<file path="config.mk">
export PLATFORM = sky130hd
export DESIGN_NAME = ahb_apb_bridge_gen
export DESIGN_NICKNAME = d
export VERILOG_FILES = /design/src/rtl/ahb_apb_bridge_gen.sv
export SDC_FILE = /design/constraint.sdc
export NUM_CORES = 1
export LEC_CHECK = 0
export BUFFER_PORTS_ARGS = -buffer_cell sky130_fd_sc_hd__clkbuf_2
export CELL_PAD_IN_SITES_DETAIL_PLACEMENT = 0
export CELL_PAD_IN_SITES_GLOBAL_PLACEMENT = 1
export CORE_MARGIN = 2
export CORE_UTILIZATION = 36
export DETAILED_ROUTE_END_ITERATION = 12
export GPL_TIMING_DRIVEN = 0
export PLACE_DENSITY_LB_ADDON = 0.1
export RECOVER_POWER = 50
export SLEW_MARGIN = 40
export SYNTH_ARGS = -nofsm -noshare
export SYNTH_HDL_FRONTEND = slang
export SYNTH_SLANG_ARGS = --single-unit
</file>
<file path="constraint.sdc">
create_clock -name SYSCLK -period 1.6 [get_ports SYSCLK]
set_input_delay 0 -clock SYSCLK [delete_from_list [all_inputs] [get_ports SYSCLK]]
set_output_delay 0 -clock SYSCLK [all_outputs]
set_load 0.02 [all_outputs]
</file>
<file path="src/rtl/ahb_apb_bridge_gen.sv">
// ahb_apb_bridge_gen: AHB-lite slave to APB3 master bridge with NUM_SLOTS PSEL lines.
// Adds PREADY wait states, PSLVERR-to-HRESP mapping and an error for slots outside NUM_SLOTS.
// Optional PREADY watchdog: define APB_TIMEOUT_EN to abort ACCESS after TIMEOUT wait cycles.
// Every output is registered. A synchronous active-high SYSRST returns all outputs to idle values.
module ahb_apb_bridge_gen #(
    parameter int unsigned ADDR_W    = 32,
    parameter int unsigned DATA_W    = 32,
    parameter int unsigned NUM_SLOTS = 16,
    parameter int unsigned SLOT_LSB  = 8,
    parameter int unsigned TIMEOUT   = 255
) (
    input  logic                 SYSCLK,
    input  logic                 SYSRST,
    input  logic                 HSEL,
    input  logic [ADDR_W-1:0]    HADDR,
    input  logic                 HWRITE,
    input  logic [1:0]           HTRANS,
    input  logic [DATA_W-1:0]    HWDATA,
    input  logic                 HREADYIN,
    output logic                 HREADYOUT,
    output logic [DATA_W-1:0]    HRDATA,
    output logic                 HRESP,
    output logic [NUM_SLOTS-1:0] PSEL,
    output logic [ADDR_W-1:0]    PADDR,
    output logic                 PWRITE,
    output logic                 PENABLE,
    output logic [DATA_W-1:0]    PWDATA,
    input  logic [DATA_W-1:0]    PRDATA,
    input  logic                 PREADY,
    input  logic                 PSLVERR
);

    // The slot field is decoded over the full 32-slot range, so an address beyond
    // NUM_SLOTS raises an AHB error instead of aliasing onto a lower slot.
    localparam int unsigned SLOT_FW = 5;

    localparam logic [2:0] ST_IDLE   = 3'd0;
    localparam logic [2:0] ST_LATCH  = 3'd1;
    localparam logic [2:0] ST_SETUP  = 3'd2;
    localparam logic [2:0] ST_ACCESS = 3'd3;
    localparam logic [2:0] ST_DONE   = 3'd4;
    localparam logic [2:0] ST_ERR1   = 3'd5;
    localparam logic [2:0] ST_ERR2   = 3'd6;

    logic [2:0]           state;
    logic [ADDR_W-1:0]    haddr_q;
    logic                 hwrite_q;
    logic [SLOT_FW-1:0]   slot_q;
    logic                 accept;
    logic                 slot_bad;
    logic [NUM_SLOTS-1:0] psel_dec;
    logic                 unused_htrans;

`ifdef APB_TIMEOUT_EN
    localparam int unsigned TMO_RAW = $clog2(TIMEOUT + 1);
    localparam int unsigned TMO_W   = (TMO_RAW < 8) ? 8 : ((TMO_RAW > 16) ? 16 : TMO_RAW);
    localparam logic [TMO_W-1:0] TMO_LAST = TMO_W'(TIMEOUT - 1);
    logic [TMO_W-1:0] tmo_cnt;
`else
    logic unused_tmo;
    assign unused_tmo = (TIMEOUT != 0);
`endif

    assign unused_htrans = HTRANS[0];

    // Transfer acceptance, slot range check and one-hot select decode.
    always_comb begin
        accept = 1'b0;
        if (state == ST_IDLE || state == ST_DONE || state == ST_ERR2) begin
            accept = HSEL & HREADYIN & HTRANS[1];
        end
        slot_bad = (32'(slot_q) >= NUM_SLOTS);
        psel_dec = NUM_SLOTS'(1) << slot_q;
    end

    // Bridge FSM with registered AHB and APB outputs.
    always_ff @(posedge SYSCLK) begin
        if (SYSRST) begin
            state     <= ST_IDLE;
            haddr_q   <= '0;
            hwrite_q  <= 1'b0;
            slot_q    <= '0;
            HREADYOUT <= 1'b1;
            HRESP     <= 1'b0;
            HRDATA    <= '0;
            PSEL      <= '0;
            PENABLE   <= 1'b0;
            PWRITE    <= 1'b0;
            PADDR     <= '0;
            PWDATA    <= '0;
`ifdef APB_TIMEOUT_EN
            tmo_cnt   <= '0;
`endif
        end else begin
            case (state)
                ST_IDLE, ST_DONE, ST_ERR2: begin
                    HRESP <= 1'b0;
                    if (accept) begin
                        state     <= ST_LATCH;
                        haddr_q   <= HADDR;
                        hwrite_q  <= HWRITE;
                        slot_q    <= HADDR[SLOT_LSB +: SLOT_FW];
                        HREADYOUT <= 1'b0;
                    end else begin
                        state     <= ST_IDLE;
                        HREADYOUT <= 1'b1;
                    end
                end
                ST_LATCH: begin
                    if (hwrite_q) begin
                        PWDATA <= HWDATA;
                    end
                    if (slot_bad) begin
                        state <= ST_ERR1;
                        HRESP <= 1'b1;
                    end else begin
                        state  <= ST_SETUP;
                        PSEL   <= psel_dec;
                        PADDR  <= haddr_q;
                        PWRITE <= hwrite_q;
                    end
                end
                ST_SETUP: begin
                    state   <= ST_ACCESS;
                    PENABLE <= 1'b1;
`ifdef APB_TIMEOUT_EN
                    tmo_cnt <= '0;
`endif
                end
                ST_ACCESS: begin
                    if (PREADY) begin
                        PSEL    <= '0;
                        PENABLE <= 1'b0;
                        if (PSLVERR) begin
                            state <= ST_ERR1;
                            HRESP <= 1'b1;
                        end else begin
                            state     <= ST_DONE;
                            HREADYOUT <= 1'b1;
                            if (!hwrite_q) begin
                                HRDATA <= PRDATA;
                            end
                        end
                    end else begin
`ifdef APB_TIMEOUT_EN
                        // Counter reaches TIMEOUT on this cycle: abort after exactly TIMEOUT waits.
                        tmo_cnt <= tmo_cnt + 1'b1;
                        if (tmo_cnt == TMO_LAST) begin
                            PSEL    <= '0;
                            PENABLE <= 1'b0;
                            state   <= ST_ERR1;
                            HRESP   <= 1'b1;
                        end
`endif
                    end
                end
                ST_ERR1: begin
                    state     <= ST_ERR2;
                    HREADYOUT <= 1'b1;
                    HRESP     <= 1'b1;
                end
                default: begin
                    state     <= ST_IDLE;
                    HREADYOUT <= 1'b1;
                    HRESP     <= 1'b0;
                    PSEL      <= '0;
                    PENABLE   <= 1'b0;
                end
            endcase
        end
    end

endmodule

</file>
==> results of run 1 <==
registers in the layout, indices dropped and copies added (netlist names):
signal     cells
PSEL          16
PWRITE         1
state          3
PENABLE        1
HRESP          1
PWDATA        32
hwrite_q       1
HREADYOUT      1
haddr_q       32
HRDATA        32
PADDR         32
synth_stat cells, types with 3 or more instances:
| master | instances | area [sq um] |
|---|---|---|
| sky130_fd_sc_hd__a21oi_1 | 69 | 345 |
| sky130_fd_sc_hd__a22o_1 | 12 | 105 |
| sky130_fd_sc_hd__buf_2 | 12 | 60.1 |
| sky130_fd_sc_hd__buf_4 | 5 | 37.5 |
| sky130_fd_sc_hd__buf_6 | 4 | 45.0 |
| sky130_fd_sc_hd__clkbuf_1 | 28 | 105 |
| sky130_fd_sc_hd__dfxtp_1 | 152 | 3040 |
| sky130_fd_sc_hd__inv_1 | 3 | 11.3 |
| sky130_fd_sc_hd__mux2i_1 | 65 | 651 |
| sky130_fd_sc_hd__nand2_1 | 132 | 495 |
| sky130_fd_sc_hd__nand2b_1 | 130 | 813 |
| sky130_fd_sc_hd__nor2_1 | 4 | 15.0 |
area by class of cell:
| cell class | count | area [sq um] |
|---|---|---|
| timing repair buffer | 325 | 2010 |
| clock inverter | 9 | 125 |
| tap | 220 | 275 |
| inverter | 3 | 11.3 |
| sequential | 152 | 3050 |
| fill | 1619 | 7530 |
| clock buffer | 21 | 460 |
| multi-input combinational | 451 | 2810 |
| buffer | 50 | 315 |
how the worst min path moves through the flow:
stage | slack (ns) | cells after the start | start | endpoint
detailed placement | 0.23 | 3 | HWDATA[22] | PWDATA[22]$_SDFFE_PP0P_
CTS | 0.07 | 4 | HTRANS[1] | state[0]$_SDFFE_PP0P_
global route | 0.12 | 4 | HTRANS[1] | state[0]$_SDFFE_PP0P_
floorplan | 0.14 | 2 | HWDATA[0] | PWDATA[0]$_SDFFE_PP0P_
finish | 0.11 | 4 | HTRANS[1] | state[0]$_SDFFE_PP0P_
global placement | 0.22 | 3 | HWDATA[23] | PWDATA[23]$_SDFFE_PP0P_
worst max-delay path, cell delays in order (launching register included):
cell                      delay [ns]
sky130_fd_sc_hd__dfxtp_1        0.30
sky130_fd_sc_hd__buf_6          0.14
sky130_fd_sc_hd__or4b_4         0.51
sky130_fd_sc_hd__buf_8          0.17
sky130_fd_sc_hd__nor3b_4        0.21
sky130_fd_sc_hd__a22o_1         0.16
layer usage:
layer  track usage [%]  vias to the layer above
li1                  -                     2859
met1              24.3                     2608
met2              34.7                      149
met3              4.72                       12
met4              6.32                        0
met5                 0                        -
kinds of logic (layout without fill, tap and decap cells):
logic type | Yosys count | count (layout) | share of synthesized area, %
AND/OR/NAND/NOR | 290 | 290 | 25.6
buffers and inverters | 54 | 408 | 4.37
flip-flops | 152 | 152 | 49.8
AO/OA/AOI/OAI | 96 | 96 | 9.49
multiplexers | 65 | 65 | 10.7
power breakdown:
group | leakage (nW) | internal [mW] | switching (mW)
Sequential | 1.23 | 3.84 | 0.0337
Combinational | 1.89 | 0.439 | 0.362
Clock | 0.285 | 2.51 | 1.52
stage by stage:
stage	setup slack, ns	area [sq um]	power (mW)	hold WS (ns)
detailed placement	-0.319	7470	4.54	0.231
CTS	-0.0322	9120	8.80	0.0717
finish	0.0578	9050	8.70	0.107
global placement	-0.302	7470	4.53	0.225
global route	-0.0169	9050	9.04	0.124
floorplan	0.121	6100	4.28	0.136
timing repair:
item,in CTS,in global routing
pin swaps,4,3
hold buffers,99,0
endpoints found under the setup margin,108,137
setup buffers,6,1
gates resized for setup,6,35
hold endpoints to repair,99,0
cloned,0,1
==> impl_metrics.prom, run 1 <==
# TYPE chip_impl_metric gauge
chip_impl_metric{name="route.layer.met1.wl",unit="microns"} 8020
chip_impl_metric{name="nNetsFinal",unit=""} 1105
chip_impl_metric{name="largest_net_degree_at_the_start_of_global_routing",unit=""} 17
chip_impl_info{name="grt_setup_unrepaired",value="true"} 1
chip_impl_metric{name="drtAntennaViolNets",unit=""} 0
chip_impl_metric{name="port_buffers",unit=""} 218
chip_impl_metric{name="placedCellCount",unit=""} 1095
chip_impl_metric{name="grt_pass1_vias",unit=""} 5699
chip_impl_metric{name="drive_above_1_share",unit="%"} 17.5
chip_impl_metric{name="grt_usage",unit="%"} 19.9
chip_impl_metric{name="grt_pass1_wl",unit="microns"} 28600
chip_impl_metric{name="tightestPinTransition",unit="ns"} 0.641
chip_impl_metric{name="postSynth.asyncResetShare",unit="%"} 0
chip_impl_info{name="status",value="finished, final reports clean"} 1
chip_impl_metric{name="placeableCoreArea",unit="sq um"} 16600
chip_impl_metric{name="globalRouteOverflowTotal",unit=""} 0
chip_impl_metric{name="number_of_storage_elements_in_the_synthesis_netlist",unit=""} 152
chip_impl_metric{name="ctsHtreeMaxLevel",unit=""} 4
chip_impl_metric{name="crit_arrival",unit="ns"} 1.90
chip_impl_metric{name="reg2reg_depth",unit=""} 5
chip_impl_metric{name="cts_buffer_depth",unit=""} 2
chip_impl_metric{name="finalClockSkew",unit="ns"} 0.00795
chip_impl_metric{name="fin_setup_tns",unit="ns"} 0
chip_impl_metric{name="post-route-min-period",unit="ns"} 1.54
chip_impl_metric{name="routed_wl",unit="microns"} 17800
chip_impl_info{name="layout.cells.most_common_list",value="sky130_fd_sc_hd__dfxtp_1, sky130_fd_sc_hd__clkbuf_1, sky130_fd_sc_hd__nand2_1, sky130_fd_sc_hd__nand2b_1, sky130_fd_sc_hd__clkbuf_2"} 1
chip_impl_metric{name="gpl.final_weighted_congestion",unit=""} 0.764
chip_impl_info{name="ctsRootBufferMaster",value="sky130_fd_sc_hd__clkbuf_16"} 1
chip_impl_metric{name="die_width",unit="microns"} 134
chip_impl_metric{name="first_pass_iters",unit=""} 6
chip_impl_metric{name="clock_sinks",unit=""} 152
chip_impl_metric{name="synth.cell_area",unit="sq um"} 6100
chip_impl_metric{name="dieHeight",unit="microns"} 134
chip_impl_info{name="worst_setup_path_startpoint",value="state[1]$_SDFFE_PP0P_"} 1
chip_impl_metric{name="design.portCount",unit=""} 221
chip_impl_metric{name="synth.distinct_cells",unit=""} 41
chip_impl_metric{name="met3_wirelength",unit="microns"} 889
chip_impl_metric{name="stdcell_count",unit=""} 1231
chip_impl_metric{name="cts_buffers",unit=""} 17
chip_impl_metric{name="finish.utilization",unit="%"} 54.6
chip_impl_metric{name="dp_hpwl",unit="microns"} 12600
chip_impl_info{name="timing.rr.start",value="state[1]$_SDFFE_PP0P_"} 1
chip_impl_metric{name="syn-num-nets",unit=""} 762
chip_impl_info{name="setup.worst_path.end_class",value="flop"} 1
chip_impl_metric{name="report.final.setup_viol",unit=""} 0
chip_impl_metric{name="post_drt_wl_per_cell",unit="microns"} 14.4
chip_impl_metric{name="syn_avg_cell_area",unit="sq um"} 9.29
chip_impl_info{name="crit_path_end",value="PSEL[8]$_SDFFE_PP0P_"} 1
chip_impl_metric{name="cap_violations",unit=""} 0
chip_impl_metric{name="slew_headroom",unit="%"} 57.3
chip_impl_metric{name="clk-insertion-delay-late",unit="ns"} 0.42
chip_impl_info{name="top_layer",value="met4"} 1
chip_impl_metric{name="rows",unit=""} 47
chip_impl_metric{name="synth_seq_area_share",unit="%"} 49.8
chip_impl_metric{name="critPathMaxFanout",unit=""} 9
chip_impl_metric{name="post_synth_inst_count",unit=""} 657
chip_impl_metric{name="clk_pin_slew_worst_paths",unit="ns"} 0.06
chip_impl_info{name="timing.rr.end",value="PSEL[8]$_SDFFE_PP0P_"} 1
chip_impl_metric{name="yosys_warnings",unit=""} 0
chip_impl_info{name="synthFlopType",value="sky130_fd_sc_hd__dfxtp_1"} 1
chip_impl_info{name="cts_tree",value="done"} 1
chip_impl_info{name="critical_path.startpoint_type",value="flop"} 1
chip_impl_metric{name="vias_per_cell",unit=""} 4.57
chip_impl_metric{name="number_of_enable_flip_flop_cells_after_synthesis",unit=""} 0
chip_impl_metric{name="finalHoldViolations",unit=""} 0
chip_impl_metric{name="design.die.area",unit="sq um"} 18000
chip_impl_metric{name="met2_wirelength",unit="microns"} 8620
chip_impl_metric{name="power_leakage",unit="nW"} 3.40
chip_impl_metric{name="power.density_cell_area",unit="nW/um^2"} 961
chip_impl_metric{name="initial_utilization",unit="%"} 36.8
chip_impl_metric{name="reg2reg_setup_slack",unit="ns"} 0.06
chip_impl_metric{name="dr_total_vias",unit=""} 5628
chip_impl_metric{name="antenna_cells",unit=""} 0
chip_impl_info{name="mostFrequentLayoutCell",value="sky130_fd_sc_hd__dfxtp_1"} 1
chip_impl_metric{name="vdd.ir_drop.worst",unit="mV"} 0.710
chip_impl_info{name="setup.worst_path.class",value="flop to flop"} 1
chip_impl_metric{name="fmax",unit="MHz"} 648
chip_impl_metric{name="final.period_utilization",unit="%"} 96.4
chip_impl_metric{name="first_iter_violations",unit=""} 250
chip_impl_metric{name="syn2layout_area_growth",unit="%"} 48.3
chip_impl_metric{name="required_time_reported_for_the_critical_path_endpoint",unit="ns"} 1.96
chip_impl_info{name="hold_path_class",value="input port to flop"} 1
chip_impl_metric{name="finalMaxSlewViolations",unit=""} 0
chip_impl_metric{name="route.detailed.drc",unit=""} 0
chip_impl_metric{name="grt_antenna_before_repair",unit=""} 0
Power figures use the tool's default switching activity.
==> inputs of run 2 (changes only) <==
- ABC_AREA: default -> 1
- CORE_UTILIZATION: 36 -> 34
- CTS_CLUSTER_DIAMETER: default -> 120
==> impl_metrics.prom, run 2 <==
# TYPE chip_impl_metric gauge
chip_impl_info{name="status",value="finished, final reports clean"} 1
chip_impl_info{name="timing.rr.start",value="state[0]$_SDFFE_PP0P_"} 1
chip_impl_metric{name="cts_buffers",unit=""} 17
chip_impl_metric{name="share_seq_of_total_power",unit="%"} 44.8
chip_impl_metric{name="required_time_reported_for_the_critical_path_endpoint",unit="ns"} 1.91
chip_impl_info{name="hold_path_class",value="input port to flop"} 1
chip_impl_info{name="yosys-top-cells-count",value="sky130_fd_sc_hd__nor2_1, sky130_fd_sc_hd__dfxtp_1, sky130_fd_sc_hd__nand2_1"} 1
chip_impl_metric{name="power.density_cell_area",unit="nW/um^2"} 1050
chip_impl_metric{name="whs",unit="ns"} 0.154
chip_impl_metric{name="synth_seq_area_share",unit="%"} 52.6
chip_impl_info{name="largest_family_of_logic_cells_by_synthesized_area",value="simple AND/OR/NAND/NOR gates"} 1
chip_impl_info{name="critical_path_cell_with_the_highest_stage_delay",value="sky130_fd_sc_hd__dlygate4sd3_1"} 1
chip_impl_metric{name="report.power.total",unit="mW"} 9.03
chip_impl_metric{name="routed_wl",unit="microns"} 17900
chip_impl_metric{name="route.detailed.drc",unit=""} 0
chip_impl_metric{name="yosys_warnings",unit=""} 0
chip_impl_metric{name="power_switching",unit="mW"} 2.31
chip_impl_metric{name="p_int",unit="mW"} 6.72
chip_impl_metric{name="dr_total_vias",unit=""} 6053
chip_impl_metric{name="globalRouteOverflowTotal",unit=""} 0
chip_impl_metric{name="crit_arrival",unit="ns"} 1.79
chip_impl_info{name="synth.area.top_cells",value="sky130_fd_sc_hd__dfxtp_1, sky130_fd_sc_hd__nor2_1, sky130_fd_sc_hd__nand2_1, sky130_fd_sc_hd__a21oi_1, sky130_fd_sc_hd__o21ai_0"} 1
chip_impl_info{name="yosys_top_cell_by_area",value="sky130_fd_sc_hd__dfxtp_1"} 1
chip_impl_metric{name="syn2layout_area_growth",unit="%"} 49.3
chip_impl_metric{name="grt_usage",unit="%"} 19.9
chip_impl_metric{name="vias_per_cell",unit=""} 4.44
chip_impl_metric{name="grt_pass1_wl",unit="microns"} 28500
chip_impl_metric{name="post-route-min-period",unit="ns"} 1.48
chip_impl_metric{name="vdd.ir_drop.worst",unit="mV"} 0.725
chip_impl_metric{name="post_synth_xor_area_fraction",unit="%"} 0
chip_impl_metric{name="finish.utilization",unit="%"} 52.0
chip_impl_metric{name="clk-insertion-delay-late",unit="ns"} 0.42
chip_impl_metric{name="fmax",unit="MHz"} 674
chip_impl_metric{name="first_iter_violations",unit=""} 298
chip_impl_metric{name="grt_pass1_vias",unit=""} 5899
chip_impl_metric{name="reg2reg_depth",unit=""} 6
chip_impl_metric{name="port_buffers",unit=""} 218
chip_impl_metric{name="grt_antenna_before_repair",unit=""} 0
chip_impl_metric{name="drive_above_1_share",unit="%"} 16.1
chip_impl_info{name="crit_path_end",value="HRESP$_SDFFE_PP0P_"} 1
chip_impl_info{name="setup.worst_path.end_class",value="flop"} 1
chip_impl_info{name="cts_tree",value="done"} 1
chip_impl_metric{name="initial_utilization",unit="%"} 34.9
chip_impl_metric{name="post_synth_inst_count",unit=""} 787
chip_impl_metric{name="fin_setup_tns",unit="ns"} 0
chip_impl_metric{name="ctsHtreeMaxLevel",unit=""} 4
chip_impl_metric{name="synth.cell_area",unit="sq um"} 5780
chip_impl_metric{name="finalClockSkew",unit="ns"} 0.00518
chip_impl_metric{name="post_drt_wl_per_cell",unit="microns"} 13.1
chip_impl_info{name="critical_path.startpoint_type",value="flop"} 1
chip_impl_info{name="ctsRootBufferMaster",value="sky130_fd_sc_hd__clkbuf_16"} 1
chip_impl_metric{name="setup_slack",unit="ns"} 0.115
chip_impl_metric{name="postSynth.asyncResetShare",unit="%"} 0
chip_impl_metric{name="gpl.final_weighted_congestion",unit=""} 0.789
chip_impl_metric{name="power.share.combinational",unit="%"} 12.9
chip_impl_metric{name="reg2reg_setup_slack",unit="ns"} 0.12
chip_impl_metric{name="number_of_enable_flip_flop_cells_after_synthesis",unit=""} 0
chip_impl_metric{name="critPathMaxFanout",unit=""} 7
chip_impl_metric{name="rows",unit=""} 47
chip_impl_info{name="worst_setup_path_startpoint",value="state[0]$_SDFFE_PP0P_"} 1
chip_impl_metric{name="final.period_utilization",unit="%"} 92.8
chip_impl_metric{name="p_sw_share",unit="%"} 25.6
chip_impl_metric{name="dieHeight",unit="microns"} 134
chip_impl_info{name="yosysMostFrequentCell",value="sky130_fd_sc_hd__nor2_1"} 1
chip_impl_metric{name="share_clk_of_total_power",unit="%"} 42.2
chip_impl_metric{name="dp_hpwl",unit="microns"} 12000
chip_impl_metric{name="syn-num-nets",unit=""} 892
chip_impl_metric{name="finalMaxSlewViolations",unit=""} 0
chip_impl_metric{name="clock_sinks",unit=""} 152
chip_impl_metric{name="synth.distinct_cells",unit=""} 22
chip_impl_metric{name="nNetsFinal",unit=""} 1236
chip_impl_metric{name="largest_net_degree_at_the_start_of_global_routing",unit=""} 17
chip_impl_metric{name="design.die.area",unit="sq um"} 18100
chip_impl_info{name="setup.worst_path.class",value="flop to flop"} 1
chip_impl_info{name="layout.cells.most_common_list",value="sky130_fd_sc_hd__nor2_1, sky130_fd_sc_hd__dfxtp_1, sky130_fd_sc_hd__nand2_1, sky130_fd_sc_hd__clkbuf_1, sky130_fd_sc_hd__clkbuf_2"} 1
chip_impl_metric{name="power_leakage",unit="nW"} 3.93
chip_impl_metric{name="clk_pin_slew_worst_paths",unit="ns"} 0.06
chip_impl_info{name="timing.rr.end",value="HRESP$_SDFFE_PP0P_"} 1
chip_impl_info{name="synthFlopType",value="sky130_fd_sc_hd__dfxtp_1"} 1
chip_impl_metric{name="pre_cts_slack",unit="ns"} -0.0530
chip_impl_info{name="mostFrequentLayoutCell",value="sky130_fd_sc_hd__nor2_1"} 1
chip_impl_metric{name="die_width",unit="microns"} 134
chip_impl_metric{name="cap_violations",unit=""} 0
chip_impl_metric{name="design.portCount",unit=""} 221
chip_impl_metric{name="syn_avg_cell_area",unit="sq um"} 7.35
chip_impl_metric{name="yosys.area_share.simple",unit="%"} 26.8
chip_impl_metric{name="synth_compound_gate_area_share",unit="%"} 12.0
chip_impl_info{name="timing.critical_path.cells",value="nand2_1 -> nor2_1 -> o21ai_0 -> dlygate4sd3_1 -> nand2_1 -> a21oi_1"} 1
chip_impl_metric{name="drtAntennaViolNets",unit=""} 0
chip_impl_metric{name="yosys-mux-area-fraction",unit="%"} 0
chip_impl_info{name="critical_path.most_common_cell",value="sky130_fd_sc_hd__nand2_1"} 1
chip_impl_metric{name="tightestPinTransition",unit="ns"} 0.619
chip_impl_metric{name="antenna_cells",unit=""} 0
chip_impl_metric{name="synth_top_cell_area_share",unit="%"} 52.6
chip_impl_metric{name="slew_headroom",unit="%"} 58.7
chip_impl_metric{name="number_of_storage_elements_in_the_synthesis_netlist",unit=""} 152
chip_impl_metric{name="placeableCoreArea",unit="sq um"} 16600
chip_impl_metric{name="report.final.setup_viol",unit=""} 0
chip_impl_metric{name="finalHoldViolations",unit=""} 0
chip_impl_metric{name="synth_adder_area_share",unit="%"} 0
chip_impl_metric{name="cts_buffer_depth",unit=""} 2
chip_impl_metric{name="timing.critical_path.slowest_cell_delay",unit="ns"} 0.55
chip_impl_info{name="grt_setup_unrepaired",value="false"} 1
chip_impl_metric{name="first_pass_iters",unit=""} 9
[run 2: how the worst min path moves through the flow]
stage	startpoint	to	slack (ns)	cells past startpoint
floorplan	HWDATA[21]	PWDATA[21]$_SDFFE_PP0P_	0.13	2
global placement	HADDR[23]	haddr_q[23]$_SDFFE_PP0P_	0.22	3
detailed placement	HADDR[4]	haddr_q[4]$_SDFFE_PP0P_	0.23	3
CTS	SYSRST	HRDATA[12]$_SDFFE_PP0P_	0.15	3
global route	SYSRST	HRDATA[7]$_SDFFE_PP0P_	0.17	3
finish	SYSRST	HRDATA[4]$_SDFFE_PP0P_	0.15	3
[run 2: cells by family (layout without fill, tap and decap cells)]
| family | Yosys count | count (layout) |
|---|---|---|
| and+or+nand+nor | 385 | 385 |
| AOI/OAI and AO/OA | 138 | 138 |
| buffers and inverters | 112 | 467 |
| DFF | 152 | 152 |
[run 2: per-layer routing]
metal  GRT usage [%]  vias up  part of all wire [%]  routed length, microns
met5               0        -                     0                       0
met4            6.32        0                   1.5                     272
met3            5.90       21                   6.2                    1100
met2            32.4      162                    46                    8130
met1            25.3     2708                    47                    8360
li1                -     3162                     -                       -
[run 2: power by group through the flow]
stage               Sequential [mW]  Clock [mW]  Combinational [mW]
CTS                            4.05        3.89                1.20
finish                         4.05        3.82                1.17
floorplan                      4.26           0               0.447
global route                   4.07        4.05                1.31
global placement               4.13           0               0.994
detailed placement             4.13           0               0.992
[run 2: critical path: cells and delay by family, from the launching register on]
| family | cells | cell delay [ns] |
|---|---|---|
| buffers and inverters | 1 | 0.55 |
| AND/OR/NAND/NOR | 3 | 0.28 |
| AO/OA/AOI/OAI | 2 | 0.14 |
| flip-flops | 1 | 0.39 |
[run 2: cell type report]
cell class / instances / area, sq um
Fill cell: 1698 / 7950
Sequential cell: 152 / 3050
Multi-Input combinational cell: 523 / 2240
Timing Repair Buffer: 325 / 2000
Clock buffer: 22 / 484
Tap cell: 220 / 275
Buffer: 47 / 264
Inverter: 65 / 244
Clock inverter: 8 / 72.6
[run 2: timing repair]
| action | CTS | global route |
|---|---|---|
| buffers inserted | 2 | 4 |
| pin swaps | 2 | 4 |
| endpoints found under the setup margin | 47 | 63 |
| endpoints found under the hold margin | 99 | 0 |
| resized for setup | 5 | 14 |
| gates cloned | 0 | 0 |
| hold buffers | 101 | 0 |
[run 2: through the flow]
step,cell area [sq um],cells
final,8630,1362
after global routing,8630,1362
after CTS,8740,1358
after detailed placement,7150,1225
after global placement,7150,1225
after floorplan,5780,787
==> inputs of run 3 (changes only) <==
==> constraint.sdc (replaced) <==
create_clock -name SYSCLK -period 1.6 [get_ports SYSCLK]
set_input_delay 0 -clock SYSCLK [delete_from_list [all_inputs] [get_ports SYSCLK]]
set_output_delay 0 -clock SYSCLK [all_outputs]
set_load 0.005 [all_outputs]
==> impl_metrics.prom, run 3 (same netlist as run 2, synthesis figures left out) <==
# TYPE chip_impl_metric gauge
chip_impl_metric{name="syn2layout_area_growth",unit="%"} 50.3
chip_impl_metric{name="crit_arrival",unit="ns"} 1.79
chip_impl_metric{name="reg2reg_setup_slack",unit="ns"} 0.12
chip_impl_metric{name="stdcell_count",unit=""} 1362
chip_impl_metric{name="antenna_cells",unit=""} 0
chip_impl_metric{name="rows",unit=""} 47
chip_impl_metric{name="grt_usage",unit="%"} 19.9
chip_impl_metric{name="design.die.area",unit="sq um"} 18100
chip_impl_metric{name="report.power.total",unit="mW"} 8.91
chip_impl_metric{name="cap_violations",unit=""} 0
chip_impl_metric{name="clk-insertion-delay-late",unit="ns"} 0.42
chip_impl_metric{name="post-route-min-period",unit="ns"} 1.48
chip_impl_info{name="timing.rr.start",value="state[0]$_SDFFE_PP0P_"} 1
chip_impl_metric{name="slew_headroom",unit="%"} 58.7
chip_impl_info{name="cts_tree",value="done"} 1
chip_impl_info{name="status",value="finished, final reports clean"} 1
chip_impl_metric{name="drtAntennaViolNets",unit=""} 0
chip_impl_metric{name="port_buffers",unit=""} 218
chip_impl_metric{name="cts_buffers",unit=""} 17
chip_impl_metric{name="placedCellCount",unit=""} 1225
chip_impl_metric{name="placeableCoreArea",unit="sq um"} 16600
chip_impl_metric{name="reg2reg_depth",unit=""} 6
chip_impl_metric{name="cts_buffer_depth",unit=""} 2
chip_impl_metric{name="routed_wl",unit="microns"} 17800
chip_impl_metric{name="power_leakage",unit="nW"} 4.09
chip_impl_metric{name="initial_utilization",unit="%"} 34.9
chip_impl_metric{name="critPathMaxFanout",unit=""} 7
chip_impl_info{name="mostFrequentLayoutCell",value="sky130_fd_sc_hd__nor2_1"} 1
chip_impl_metric{name="grt_pass1_wl",unit="microns"} 28500
chip_impl_info{name="grt_setup_unrepaired",value="false"} 1
chip_impl_metric{name="finalMaxSlewViolations",unit=""} 0
chip_impl_info{name="critical_path.startpoint_type",value="flop"} 1
chip_impl_metric{name="first_pass_iters",unit=""} 4
chip_impl_metric{name="fmax",unit="MHz"} 674
chip_impl_metric{name="grt_pass1_vias",unit=""} 5899
chip_impl_metric{name="whs",unit="ns"} 0.155
chip_impl_info{name="setup.worst_path.end_class",value="flop"} 1
chip_impl_metric{name="final.period_utilization",unit="%"} 92.7
chip_impl_info{name="timing.hold.worst.start",value="SYSRST"} 1
chip_impl_metric{name="first_iter_violations",unit=""} 321
chip_impl_metric{name="gpl.final_weighted_congestion",unit=""} 0.789
chip_impl_metric{name="vias_per_cell",unit=""} 4.42
chip_impl_info{name="holdPathEnd",value="HRDATA[4]$_SDFFE_PP0P_"} 1
chip_impl_metric{name="ctsHtreeMaxLevel",unit=""} 4
chip_impl_metric{name="report.final.setup_viol",unit=""} 0
chip_impl_metric{name="post_drt_wl_per_cell",unit="microns"} 13.1
chip_impl_metric{name="nNetsFinal",unit=""} 1236
chip_impl_info{name="ctsRootBufferMaster",value="sky130_fd_sc_hd__clkbuf_16"} 1
chip_impl_metric{name="globalRouteOverflowTotal",unit=""} 0
chip_impl_metric{name="drive_above_1_share",unit="%"} 20.1
chip_impl_metric{name="finalHoldViolations",unit=""} 0
chip_impl_metric{name="die_width",unit="microns"} 134
chip_impl_info{name="hold_path_class",value="input port to flop"} 1
chip_impl_metric{name="dp_hpwl",unit="microns"} 12000
chip_impl_metric{name="tightestPinTransition",unit="ns"} 0.620
chip_impl_metric{name="grt_antenna_before_repair",unit=""} 0
chip_impl_metric{name="route.detailed.drc",unit=""} 0
chip_impl_metric{name="clock_sinks",unit=""} 152
chip_impl_info{name="layout.cells.most_common_list",value="sky130_fd_sc_hd__nor2_1, sky130_fd_sc_hd__clkbuf_2, sky130_fd_sc_hd__dfxtp_1, sky130_fd_sc_hd__nand2_1, sky130_fd_sc_hd__dlygate4sd3_1"} 1
chip_impl_metric{name="worst_hold_path.num_cells",unit=""} 3
chip_impl_metric{name="fin_setup_tns",unit="ns"} 0
chip_impl_metric{name="dr_total_vias",unit=""} 6025
chip_impl_metric{name="clk_pin_slew_worst_paths",unit="ns"} 0.06
chip_impl_info{name="setup.worst_path.class",value="flop to flop"} 1
chip_impl_metric{name="dieHeight",unit="microns"} 134
chip_impl_metric{name="power.density_cell_area",unit="nW/um^2"} 1020
chip_impl_metric{name="finalClockSkew",unit="ns"} 0.00432
chip_impl_metric{name="largest_net_degree_at_the_start_of_global_routing",unit=""} 17
chip_impl_info{name="timing.rr.end",value="HRESP$_SDFFE_PP0P_"} 1
chip_impl_metric{name="required_time_reported_for_the_critical_path_endpoint",unit="ns"} 1.90
chip_impl_metric{name="design.portCount",unit=""} 221
chip_impl_metric{name="vdd.ir_drop.worst",unit="mV"} 0.720
run 3: cell counts in the layout (fill, tap and decap cells not counted):
Identical to the previous run, type by type.
run 3: layout make-up:
| cell class | instances | area [sq um] |
|---|---|---|
| inverter | 65 | 244 |
| clock buffer | 22 | 484 |
| tap | 220 | 275 |
| clock inverter | 8 | 72.6 |
| buffer | 47 | 264 |
| multi-input combinational | 523 | 2240 |
| fill | 1674 | 7900 |
| timing repair buffer | 325 | 2060 |
| sequential | 152 | 3050 |
run 3: what timing repair did:
item,CTS,global route
buffers inserted,2,4
hold buffers,101,0
resized for setup,5,14
endpoints found under the setup margin,47,63
pin swaps,2,4
endpoints found under the hold margin,99,0
run 3: how the worst max path moves through the flow:
stage                               start                       end  cells after the start
detailed placement  state[2]$_SDFFE_PP0P_  haddr_q[14]$_SDFFE_PP0P_                      7
floorplan           state[0]$_SDFFE_PP0P_    HRDATA[0]$_SDFFE_PP0P_                      8
CTS                 state[2]$_SDFFE_PP0P_  haddr_q[16]$_SDFFE_PP0P_                      7
finish              state[0]$_SDFFE_PP0P_        HRESP$_SDFFE_PP0P_                      6
global placement    state[2]$_SDFFE_PP0P_  haddr_q[11]$_SDFFE_PP0P_                      7
global route        state[2]$_SDFFE_PP0P_    PADDR[26]$_SDFFE_PP0P_                      6
run 3: metrics by stage:
stage                     setup WS [ns]  util [%]  instance area (sq um)
after CTS                       0.00552      52.7                   8740
after global placement          -0.0495      43.1                   7150
after detailed placement        -0.0530      43.1                   7150
after floorplan                   0.307         -                   5780
after global routing            0.00445      52.4                   8690
final                             0.117      52.4                   8690
run 3: per-layer routing:
| metal | wire [microns] | track usage [%] | vias up |
|---|---|---|---|
| met1 | 8350 | 25.3 | 2680 |
| li1 | - | - | 3163 |
| met2 | 8130 | 32.4 | 163 |
| met5 | 0 | 0 | - |
| met3 | 1080 | 5.90 | 19 |
| met4 | 261 | 6.32 | 0 |
run 3: where the power goes:
part / switching, mW / leakage [nW] / internal (mW)
Clock: 1.54 / 0.270 / 2.27
Combinational: 0.549 / 2.58 / 0.495
Sequential: 0.0881 / 1.23 / 3.96
Total: 2.18 / 4.09 / 6.73
run 3: critical path, stage by stage (launching register included):
cell                            delay [ns]
sky130_fd_sc_hd__dfxtp_4              0.39
sky130_fd_sc_hd__nand2_1              0.09
sky130_fd_sc_hd__nor2_1               0.12
sky130_fd_sc_hd__o21ai_0              0.09
sky130_fd_sc_hd__dlygate4sd3_1        0.55
sky130_fd_sc_hd__nand2_1              0.07
sky130_fd_sc_hd__a21oi_1              0.05
